===== src/rtl/cid_to_gcid_pipe_if.sv =====
// Request/result bundle for the local-to-global cell ID converter.
// The slave modport is the converter; the master modport is the dispatch
// side, which drives requests and consumes results.
interface cid_to_gcid_pipe_if #(
    parameter int CELL_ID_WIDTH        = 3,
    parameter int GLOBAL_CELL_ID_WIDTH = 3,
    parameter int CELL_FOLD_ID_WIDTH   = 1,
    parameter int TAG_WIDTH            = 8
);
    // request side
    logic                              i_valid;
    logic                              o_ready;
    logic [3*CELL_ID_WIDTH-1:0]        i_cid;
    logic [CELL_FOLD_ID_WIDTH-1:0]     i_fold_id;
    logic [5:0]                        i_offset;
    logic [TAG_WIDTH-1:0]              i_tag;

    // result side
    logic                              o_valid;
    logic                              i_ready;
    logic [3*GLOBAL_CELL_ID_WIDTH-1:0] o_gcid;
    logic [2:0]                        o_wrap_pos;
    logic [2:0]                        o_wrap_neg;
    logic                              o_err;
    logic [TAG_WIDTH-1:0]              o_tag;

    modport master (
        output i_valid, i_cid, i_fold_id, i_offset, i_tag, i_ready,
        input  o_ready, o_valid, o_gcid, o_wrap_pos, o_wrap_neg, o_err, o_tag
    );

    modport slave (
        input  i_valid, i_cid, i_fold_id, i_offset, i_tag, i_ready,
        output o_ready, o_valid, o_gcid, o_wrap_pos, o_wrap_neg, o_err, o_tag
    );
endinterface


===== src/rtl/cid_to_gcid_pipe.sv =====
// Two-stage, fold-aware local-to-global cell ID converter.
// Stage 1 adds the per-fold global base, the local cell ID and the neighbour
// offset per axis, and flags illegal requests. Stage 2 applies periodic
// wrap-around per axis and reports which axes wrapped and in which direction.
// Both stages use valid/ready; a stalled result holds all output fields.
module cid_to_gcid_pipe #(
    parameter int CELL_ID_WIDTH        = 3,
    parameter int GLOBAL_CELL_ID_WIDTH = 3,
    parameter int NUM_CELL_FOLDS       = 2,
    parameter int CELL_FOLD_ID_WIDTH   = 1,
    parameter int GCELL_X [NUM_CELL_FOLDS] = '{0, 1},
    parameter int GCELL_Y [NUM_CELL_FOLDS] = '{0, 1},
    parameter int GCELL_Z [NUM_CELL_FOLDS] = '{0, 1},
    parameter int X_GDIM               = 3,
    parameter int Y_GDIM               = 3,
    parameter int Z_GDIM               = 3,
    parameter int TAG_WIDTH            = 8
) (
    input  logic                 clk,
    input  logic                 rst,
    cid_to_gcid_pipe_if.slave    bus
);

    localparam int CW = CELL_ID_WIDTH;
    localparam int GW = GLOBAL_CELL_ID_WIDTH;
    // two extra bits: one for the carry of base+cid+offset, one for sign
    localparam int SW = GLOBAL_CELL_ID_WIDTH + 2;

    typedef logic signed [SW-1:0] sum_t;

    // axis index 0 = x, 1 = y, 2 = z, matching the {z,y,x} packing
    localparam sum_t GDIM [3] = '{sum_t'(X_GDIM), sum_t'(Y_GDIM), sum_t'(Z_GDIM)};

    // ------------------------------------------------------------------
    // handshake
    // ------------------------------------------------------------------
    logic s1_valid;
    logic s2_valid;
    logic s1_load;
    logic s2_load;
    logic accept;

    assign s2_load     = !s2_valid || bus.i_ready;
    assign s1_load     = !s1_valid || s2_load;
    assign bus.o_ready = s1_load;
    assign accept      = bus.i_valid && s1_load;

    // ------------------------------------------------------------------
    // stage 1: base select, per-axis sum and error detection
    // ------------------------------------------------------------------
    sum_t        base_v   [3];
    sum_t        cid_v    [3];
    sum_t        off_v    [3];
    sum_t        home_v   [3];
    sum_t        sum_d    [3];
    logic [1:0]  off_raw  [3];
    logic        fold_hit;
    logic        err_d;

    // Fold lookup is a compare against every legal fold rather than an
    // array index, so a fold ID beyond NUM_CELL_FOLDS simply misses.
    always_comb begin
        fold_hit = 1'b0;
        for (int a = 0; a < 3; a++) begin
            base_v[a] = '0;
        end
        for (int f = 0; f < NUM_CELL_FOLDS; f++) begin
            if (bus.i_fold_id == CELL_FOLD_ID_WIDTH'(f)) begin
                fold_hit  = 1'b1;
                base_v[0] = sum_t'(GCELL_X[f]);
                base_v[1] = sum_t'(GCELL_Y[f]);
                base_v[2] = sum_t'(GCELL_Z[f]);
            end
        end
    end

    // Per-axis sum; the home cell (base+cid) must already be inside the
    // global grid, otherwise one wrap would not be enough.
    always_comb begin
        err_d = !fold_hit;
        for (int a = 0; a < 3; a++) begin
            off_raw[a] = bus.i_offset[a*2 +: 2];
            cid_v[a]   = sum_t'(bus.i_cid[a*CW +: CW]);
            off_v[a]   = sum_t'(signed'(off_raw[a]));
            home_v[a]  = base_v[a] + cid_v[a];
            sum_d[a]   = home_v[a] + off_v[a];
            if (home_v[a] >= GDIM[a]) begin
                err_d = 1'b1;
            end
            if (off_raw[a] == 2'b10) begin
                err_d = 1'b1;
            end
        end
    end

    sum_t                 s1_sum [3];
    logic                 s1_err;
    logic [TAG_WIDTH-1:0] s1_tag;

    // Stage 1 register; data only moves on an accepted request.
    always_ff @(posedge clk or posedge rst) begin
        if (rst) begin
            s1_valid <= 1'b0;
            s1_err   <= 1'b0;
            s1_tag   <= '0;
            for (int a = 0; a < 3; a++) begin
                s1_sum[a] <= '0;
            end
        end else if (s1_load) begin
            s1_valid <= bus.i_valid;
            if (accept) begin
                s1_err <= err_d;
                s1_tag <= bus.i_tag;
                for (int a = 0; a < 3; a++) begin
                    s1_sum[a] <= sum_d[a];
                end
            end
        end
    end

    // ------------------------------------------------------------------
    // stage 2: periodic wrap per axis
    // ------------------------------------------------------------------
    sum_t              adj_v [3];
    logic [3*GW-1:0]   gcid_d;
    logic [2:0]        wrap_pos_d;
    logic [2:0]        wrap_neg_d;

    // An erroneous request still produces a result, but with a zero ID
    // and no wrap flags so downstream never acts on garbage coordinates.
    always_comb begin
        gcid_d     = '0;
        wrap_pos_d = '0;
        wrap_neg_d = '0;
        for (int a = 0; a < 3; a++) begin
            adj_v[a] = s1_sum[a];
            if (s1_sum[a] >= GDIM[a]) begin
                adj_v[a]      = s1_sum[a] - GDIM[a];
                wrap_pos_d[a] = 1'b1;
            end else if (s1_sum[a] < sum_t'(0)) begin
                adj_v[a]      = s1_sum[a] + GDIM[a];
                wrap_neg_d[a] = 1'b1;
            end
            gcid_d[a*GW +: GW] = GW'(adj_v[a]);
        end
        if (s1_err) begin
            gcid_d     = '0;
            wrap_pos_d = '0;
            wrap_neg_d = '0;
        end
    end

    logic [3*GW-1:0]      s2_gcid;
    logic [2:0]           s2_wrap_pos;
    logic [2:0]           s2_wrap_neg;
    logic                 s2_err;
    logic [TAG_WIDTH-1:0] s2_tag;

    // Stage 2 register; holds its contents while the result is stalled.
    always_ff @(posedge clk or posedge rst) begin
        if (rst) begin
            s2_valid    <= 1'b0;
            s2_gcid     <= '0;
            s2_wrap_pos <= '0;
            s2_wrap_neg <= '0;
            s2_err      <= 1'b0;
            s2_tag      <= '0;
        end else if (s2_load) begin
            s2_valid <= s1_valid;
            if (s1_valid) begin
                s2_gcid     <= gcid_d;
                s2_wrap_pos <= wrap_pos_d;
                s2_wrap_neg <= wrap_neg_d;
                s2_err      <= s1_err;
                s2_tag      <= s1_tag;
            end
        end
    end

    assign bus.o_valid    = s2_valid;
    assign bus.o_gcid     = s2_gcid;
    assign bus.o_wrap_pos = s2_wrap_pos;
    assign bus.o_wrap_neg = s2_wrap_neg;
    assign bus.o_err      = s2_err;
    assign bus.o_tag      = s2_tag;

endmodule


===== src/flat_wrapper.sv =====
// flat-port wrapper written by rule: the top's interface ports become plain ports
module cid_to_gcid_pipe_flat 
#(
    parameter int CELL_ID_WIDTH        = 3,
    parameter int GLOBAL_CELL_ID_WIDTH = 3,
    parameter int NUM_CELL_FOLDS       = 2,
    parameter int CELL_FOLD_ID_WIDTH   = 1,
    parameter int GCELL_X [NUM_CELL_FOLDS] = '{0, 1},
    parameter int GCELL_Y [NUM_CELL_FOLDS] = '{0, 1},
    parameter int GCELL_Z [NUM_CELL_FOLDS] = '{0, 1},
    parameter int X_GDIM               = 3,
    parameter int Y_GDIM               = 3,
    parameter int Z_GDIM               = 3,
    parameter int TAG_WIDTH            = 8
)
  (clk, rst, bus_i_valid, bus_i_cid, bus_i_fold_id, bus_i_offset, bus_i_tag, bus_i_ready, bus_o_ready, bus_o_valid, bus_o_gcid, bus_o_wrap_pos, bus_o_wrap_neg, bus_o_err, bus_o_tag);
  cid_to_gcid_pipe_if #(.CELL_ID_WIDTH(CELL_ID_WIDTH), .GLOBAL_CELL_ID_WIDTH(GLOBAL_CELL_ID_WIDTH), .CELL_FOLD_ID_WIDTH(CELL_FOLD_ID_WIDTH), .TAG_WIDTH(TAG_WIDTH)) bus_i ();
  input  logic clk;
  input  logic rst;
  input wire logic [$bits(bus_i.i_valid)-1:0] bus_i_valid;
  input wire logic [$bits(bus_i.i_cid)-1:0] bus_i_cid;
  input wire logic [$bits(bus_i.i_fold_id)-1:0] bus_i_fold_id;
  input wire logic [$bits(bus_i.i_offset)-1:0] bus_i_offset;
  input wire logic [$bits(bus_i.i_tag)-1:0] bus_i_tag;
  input wire logic [$bits(bus_i.i_ready)-1:0] bus_i_ready;
  output wire logic [$bits(bus_i.o_ready)-1:0] bus_o_ready;
  output wire logic [$bits(bus_i.o_valid)-1:0] bus_o_valid;
  output wire logic [$bits(bus_i.o_gcid)-1:0] bus_o_gcid;
  output wire logic [$bits(bus_i.o_wrap_pos)-1:0] bus_o_wrap_pos;
  output wire logic [$bits(bus_i.o_wrap_neg)-1:0] bus_o_wrap_neg;
  output wire logic [$bits(bus_i.o_err)-1:0] bus_o_err;
  output wire logic [$bits(bus_i.o_tag)-1:0] bus_o_tag;
  assign bus_i.i_valid = bus_i_valid;
  assign bus_i.i_cid = bus_i_cid;
  assign bus_i.i_fold_id = bus_i_fold_id;
  assign bus_i.i_offset = bus_i_offset;
  assign bus_i.i_tag = bus_i_tag;
  assign bus_i.i_ready = bus_i_ready;
  assign bus_o_ready = bus_i.o_ready;
  assign bus_o_valid = bus_i.o_valid;
  assign bus_o_gcid = bus_i.o_gcid;
  assign bus_o_wrap_pos = bus_i.o_wrap_pos;
  assign bus_o_wrap_neg = bus_i.o_wrap_neg;
  assign bus_o_err = bus_i.o_err;
  assign bus_o_tag = bus_i.o_tag;
  cid_to_gcid_pipe #(.CELL_ID_WIDTH(CELL_ID_WIDTH), .GLOBAL_CELL_ID_WIDTH(GLOBAL_CELL_ID_WIDTH), .NUM_CELL_FOLDS(NUM_CELL_FOLDS), .CELL_FOLD_ID_WIDTH(CELL_FOLD_ID_WIDTH), .GCELL_X(GCELL_X), .GCELL_Y(GCELL_Y), .GCELL_Z(GCELL_Z), .X_GDIM(X_GDIM), .Y_GDIM(Y_GDIM), .Z_GDIM(Z_GDIM), .TAG_WIDTH(TAG_WIDTH)) u_core (.clk(clk), .rst(rst), .bus(bus_i));
endmodule

===== config.mk =====
export PLATFORM = sky130hd
export DESIGN_NAME = cid_to_gcid_pipe_flat
export DESIGN_NICKNAME = d
export VERILOG_FILES = /design/src/rtl/cid_to_gcid_pipe_if.sv /design/src/rtl/cid_to_gcid_pipe.sv /design/src/flat_wrapper.sv
export SDC_FILE = /design/constraint.sdc
export NUM_CORES = 1
export LEC_CHECK = 0
export CAP_MARGIN = 10
export CORE_MARGIN = 2
export CORE_UTILIZATION = 31
export CTS_BUF_LIST = sky130_fd_sc_hd__clkbuf_16
export DETAILED_ROUTE_END_ITERATION = 6
export DONT_BUFFER_PORTS = 1
export PLACE_DENSITY_LB_ADDON = 0.12
export SKIP_LAST_GASP = 1
export SLEW_MARGIN = 10
export SYNTH_ARGS = -nofsm -noshare
export SYNTH_HDL_FRONTEND = slang
export SYNTH_SLANG_ARGS = --single-unit
export TNS_END_PERCENT = 1

===== constraint.sdc =====
create_clock -name clk -period 4.68 [get_ports clk]
set_input_delay 0.468 -clock clk [delete_from_list [all_inputs] [get_ports clk]]
set_output_delay 0.468 -clock clk [all_outputs]
set_load 0.03 [all_outputs]

==> results of run 1 <==
==> flip-flops by register name, summed over array words and instances (netlist names) <==
register               flops
u_core.s1_sum             15
u_core.bus.o_wrap_neg      3
u_core.bus.o_err           1
u_core.bus.o_wrap_pos      3
u_core.bus.o_tag           8
u_core.s1_tag              8
u_core.bus.o_valid         1
u_core.s1_err              1
u_core.s1_valid            1
u_core.bus.o_gcid          9
==> stage by stage <==
stage,hold WS (ns),utilization,setup WS [ns]
3_5_place_dp,0.4839,0.3298,2.144
5_1_grt,0.3020,0.3467,1.986
3_3_place_gp,0.4718,0.3298,2.174
4_1_cts,0.2952,0.3467,2.137
6_report,0.2997,0.3467,2.210
2_1_floorplan,0.4569,-,2.592
==> critical path, stage by stage, from the launching register on <==
cell      delay, ns
dfrtp_1        0.53
nand3b_1       0.37
nand2_1        0.86
buf_4          0.27
mux2_2         0.33
==> report_power, final <==
group          internal [W]  leakage (nW)  switching (W)  total (W)
clock network      0.000198        0.0714       0.000160   0.000358
logic              0.000143         0.675       0.000138   0.000282
registers          0.000498         0.615       0.000117   0.000615
total              0.000839          1.36       0.000415    0.00125
==> area by class of cell <==
class / count / area (µm²)
fillers: 867 / 5642
clock buffers: 5 / 125.1
clock inverters: 3 / 21.27
multi-input cells: 177 / 1409
inverters: 10 / 37.54
flip-flops and latches: 50 / 1251
well taps: 108 / 135.1
repair buffers: 2 / 15.01
==> placed cells by master (no fill, tap or decap), types with 2 or more instances in the layout <==
| cell | Yosys | routed |
|---|---|---|
| fa_1 | 3 | 3 |
| mux2_2 | 24 | 24 |
| clkbuf_16 | 0 | 5 |
| a21oi_1 | 16 | 16 |
| inv_1 | 10 | 9 |
| ha_1 | 24 | 24 |
| o21ai_0 | 18 | 18 |
| o31ai_1 | 4 | 4 |
| nand2_1 | 23 | 23 |
| xnor2_1 | 4 | 4 |
| a21o_1 | 6 | 6 |
| a22o_1 | 6 | 6 |
| a32o_1 | 2 | 2 |
| a221oi_1 | 2 | 2 |
| nor3_1 | 3 | 3 |
| buf_4 | 0 | 2 |
| clkinv_4 | 0 | 2 |
| and3_1 | 3 | 3 |
| nand2b_1 | 6 | 6 |
| dfrtp_1 | 50 | 50 |
| nor2_1 | 6 | 6 |
| nor2b_1 | 2 | 2 |
| xor2_1 | 11 | 11 |
==> worst min-delay path by stage <==
stage	end	slack, ns	cells past startpoint
final	u_core.bus.o_tag[1]	0.30	1
after global routing	u_core.s1_valid	0.30	1
after CTS	u_core.s1_valid	0.30	1
after detailed placement	u_core.bus.o_valid	0.48	1
after global placement	u_core.bus.o_valid	0.47	1
after floorplan	u_core.bus.o_valid	0.46	1
==> kinds of logic after synthesis <==
family,after synthesis,share of synthesized area
compound gates,61,0.1447
xor+xnor,15,0.04807
fa+ha+maj,27,0.1319
buf+inv,18,0.02655
flops,50,0.4579
mux,25,0.1044
simple gates,49,0.08654
==> per-layer routing <==
layer / wire, µm / track usage
met1: 2672 / 0.1580
met2: 2178 / 0.1681
met3: 339 / 0.03436
met4: 70 / 0.04167
met5: 0 / 0
==> run metrics, run 1 <==
Primary FF master, synth dfrtp_1; Reg2Reg Capture Point u_core.s1_tag[7]; routed len/inst 14.82 µm; Async S/R FF share, synth 1.000; pin count of the biggest net entering global routing 51; placed cell area 2848 µm²; Core Rows 34; Final Net Count 301; drt total wl approximately 5300 µm; gr usage total 0.1139; Netlist Area Pre-Place 2733 µm²; HP Class in -> async; Post-CTS Setup Inserts 0; worst reg2reg setup slack 2.21 ns; GRT overflow 0; P_leak between 1 and 1.5 nW; initial DRC count 51; PwrDens 419.0 nW/µm²; Commonest cells post-synth 50 x dfrtp_1, 24 x ha_1, 24 x mux2_2, 23 x nand2_1, 18 x o21ai_0; top cells by area, synth dfrtp_1 46%, ha_1 11%, mux2_2 9.9%, xor2_1 3.5%, o21ai_0 3.3%; r2r worst-path depth 4; net count after synthesis 300; Longest Clk Path Bufs 2; cell count after synthesis around 250; Max FO, Critical Path 30; CTS tree built; RSZ-0062 raised after global routing no; drt drc 0; Inserted Clock Buffers 5; Non-Filler Instances 355; fin crit period 2.470 ns; RePlAce Congestion 0.7285; register area share after synthesis 0.4579; Yosys cell types 37; Tightest Pin Transition slightly above 1 ns; CTS root buf clkbuf_16; total iterations of the first detailed-routing run 4; top-count cell post-synth dfrtp_1; Overall Power around 0.0013 W; RR Startpoint u_core.bus.o_valid; Die Width between 90 and 100 µm; Max Fclk 404.9 MHz; relative slew slack 0.3089; syn_area_per_cell 11.15 µm²; core outline area 8636 µm²; cts-stage hold buffer count 0; first-pass GRT wire length 8873 µm; Via Count 1742; Final Hold Fails 0; PostCTS Resize Cnt 0; top cell type's share of synthesized area 0.4579; CTS sink cnt 50; vias in the first global route approximately 1.8k; critical path type reg -> reg; H-tree depth 2; Max Cap Viol 0; Max VDD drop ~0.13 mV; CP Launch Point u_core.bus.o_valid; die area 9581 µm²; status finished clean; CP Capture Point u_core.s1_tag[7]; CP endpoint kind flop; Tcrit/Tclk final 0.5277; final setup vio count 0; Ys Warns 0; Worst Skew 0.006867 ns; Pins Over Slew Limit 0; DP Cell Count around 350; # port buffers 0; share of cells above drive strength 1 0.1538; hpwl dp 3884 µm; Worst Path Required around 5 ns; Initial Util 0.3164; clock slew at reported path FFs 0.07 ns; Post-synth EDFFs 0; area leader, netlist dfrtp_1; Area Overhead vs Synth 9.570%; vias per cell 4.907; Antenna Nets Post-Route 0; design area 2994 µm²; Setup TNS Final 0 ns; crit start category flop; number of diodes 0; Die Height just under 100 µm; Critical Path AT 2.65 ns; Seq cells post-synth 50; Clk Latency, worst-skew pair 0.29 ns; # IOs 54; antenna violations before repair 0
Power figures use the tool's default switching activity.
==> inputs of run 2 (changes only) <==
Settings changed: ABC_AREA set to 1.
Clock period 4.68 ns to 2.45 ns, I/O delays scaled along.
==> run metrics, run 2 <==
gr usage total 0.1255; CP endpoint kind flop; PostCTS Resize Cnt 0; pin count of the biggest net entering global routing 51; RSZ-0062 raised after global routing no; Longest Clk Path Bufs 2; Fillers about 970; HP Class in -> async; CTS root buf clkbuf_16; Commonest cells post-synth 103 x nand2_1, 50 x dfrtp_1, 37 x inv_1, 33 x nand3_1, 25 x o21ai_0; GRT overflow 0; Clk Latency, worst-skew pair 0.28 ns; crit start category flop; Tcrit/Tclk final 0.6967; die area 10060 µm²; hpwl dp roughly 4300 µm; Antenna Nets Post-Route 0; PwrDens 798.1 nW/µm²; Max VDD drop 0.3145 mV; cts-stage hold buffer count 0; # IOs 54; Die Height 100.3 µm; Via Count roughly 2.1k; fin crit period 1.707 ns; final core occ 0.3462; Primary FF master, synth dfrtp_1; GR peak layer met2; top cell type's share of synthesized area 0.4352; crit-path max cell delay 0.51 ns; Area Overhead vs Synth 9.660%; drt drc 0; Max FO, Critical Path 38; Critical Path AT 1.91 ns; syn_area_per_cell 8.383 µm²; top cell family by delay on the critical path flip-flops; routed len/inst between 10 and 15 µm; r2r worst-path depth 5; most frequent cells in the layout 103 x nand2_1, 50 x dfrtp_1, 36 x inv_1; Reg area 1251 µm²; met1 Use GR 0.1739; number of diodes 0; Seq cells post-synth 50; initial DRC count just under 100; Die Width 100.3 µm; Pins Over Slew Limit 0; met3 usage 0.02925; Worst Skew 0.008413 ns; H-tree depth 2; leading cell type in the layout, fill and taps excluded nand2_1; final setup vio count 0; Post-CTS Setup Inserts 0; Max Cap Viol 0; CTS tree built; met2 Usage GRT 0.1936; first-pass GRT wire length 10180 µm; Netlist Area Pre-Place 2875 µm²; top cells by area, synth dfrtp_1 44%, nand2_1 13%, ha_1 10%, nand3_1 5.7%, inv_1 4.8%; net count after synthesis 398; vias in the first global route around 2.1k; Overall Power between 0.002 and 0.003 W; Max Fclk 585.9 MHz; relative slew slack 0.5486; Post-synth EDFFs 0; Tightest Pin Transition just under 0.7 ns; share of cells above drive strength 1 0.09249; Inserted Clock Buffers 5; Core Rows 35; top-count cell post-synth nand2_1; crit path max-delay cell type dfrtp_1; critical path type reg -> reg; area leader, netlist dfrtp_1; total iterations of the first detailed-routing run 4; status finished clean; cell breakdown of the critical path nand3_2, nand2_2, inv_2, nand2_1, o21ai_2; Ys Warns 0; Async S/R FF share, synth 1.000; Levels on crit path 5; Worst Path Required 2.66 ns; max reg flops 15; Yosys cell types 30; Multi-input gate area 1424 µm²; Final Hold Fails 0; antenna violations before repair 0; register area share after synthesis 0.4352; cell count after synthesis approximately 340; drt total wl 5757 µm; P_leak 1.617 nW; Setup TNS Final 0 ns; clock slew at reported path FFs 0.07 ns; CTS sink cnt 50; core outline area 9109 µm²; vias per cell between 4 and 5; Biggest register u_core.s1_sum; # port buffers 0; Initial Util 0.3157; RePlAce Congestion 0.7903; Final Net Count 400; Worst Path Buf+Inv 1
-- run 2: cell count changes in the layout (fill, tap and decap cells not counted), sizes merged, moves of 4 or more --
cell    previous run  this run
o21ai             20        36
nor2               6        10
a22o               6         1
nand3              1        34
mux2              25         0
xor2              11         2
or2                0         7
a21oi             16         8
a21o               6         1
o31ai              4         0
nand2b             6         0
nand2             23       105
inv               10        39
-- run 2: worst paths after layout --
check,startpoint,slack [ns],endpoint
setup / recovery,u_core.bus.o_valid,0.74,u_core.s1_sum[0]
setup reg to reg,u_core.bus.o_valid,0.74,u_core.s1_sum[0]
max in group asynchronous,rst,2.02,u_core.s1_sum[1]
hold reg to reg,u_core.s1_sum[8],0.50,u_core.s1_sum[8]
hold / removal,rst,0.01,u_core.s1_tag[7]
min in group clk,bus_i_tag[5],0.08,u_core.s1_tag[5]
-- run 2: cell families after synthesis --
logic type                 count (synthesis)  synth area share
DFF                                       50            0.4352
buffers and inverters                     47           0.06963
adders and majority gates                 27            0.1253
and+or+nand+nor                          163            0.2480
AOI/OAI and AO/OA                         48           0.09748
xor gates and xnor gates                   8           0.02437
-- run 2: power by group --
part           internal, W  switching (W)
clock             0.000481       0.000301
combinational     0.000225       0.000356
sequential        0.000951       0.000202
-- run 2: through the flow --
step | setup slack [ns] | std cells | instance area, µm² | hold slack [ns]
2_1_floorplan | 0.6074 | 343 | 2875 | 0.3675
3_3_place_gp | 0.4515 | 449 | 2983 | 0.3548
3_5_place_dp | 0.4530 | 449 | 2983 | 0.3529
4_1_cts | 0.6995 | 457 | 3153 | 0.04319
5_1_grt | 0.5715 | 457 | 3153 | 0.07363
6_report | 0.7432 | 457 | 3153 | 0.01220
-- run 2: cell type report --
| cell class | instances | share of cell area |
|---|---|---|
| repair buffers | 3 | 0.007143 |
| flip-flops and latches | 50 | 0.3968 |
| well taps | 111 | 0.04405 |
| multi-input cells | 246 | 0.4516 |
| clock buffers | 5 | 0.03968 |
| clock inverters | 3 | 0.01429 |
| inverters | 39 | 0.04643 |
-- run 2: layer usage --
metal,wire length [µm],up-vias
met5,0,-
met4,71,0
met3,340,4
met2,2424,56
met1,2921,932
li1,-,1112
-- run 2: worst register-to-register path, cell delays in order, from the launching register on --
cell and delay (ns):
dfrtp_1 0.51, nand3_2 0.27, nand2_2 0.09, inv_2 0.51, nand2_1 0.17, o21ai_2 0.09
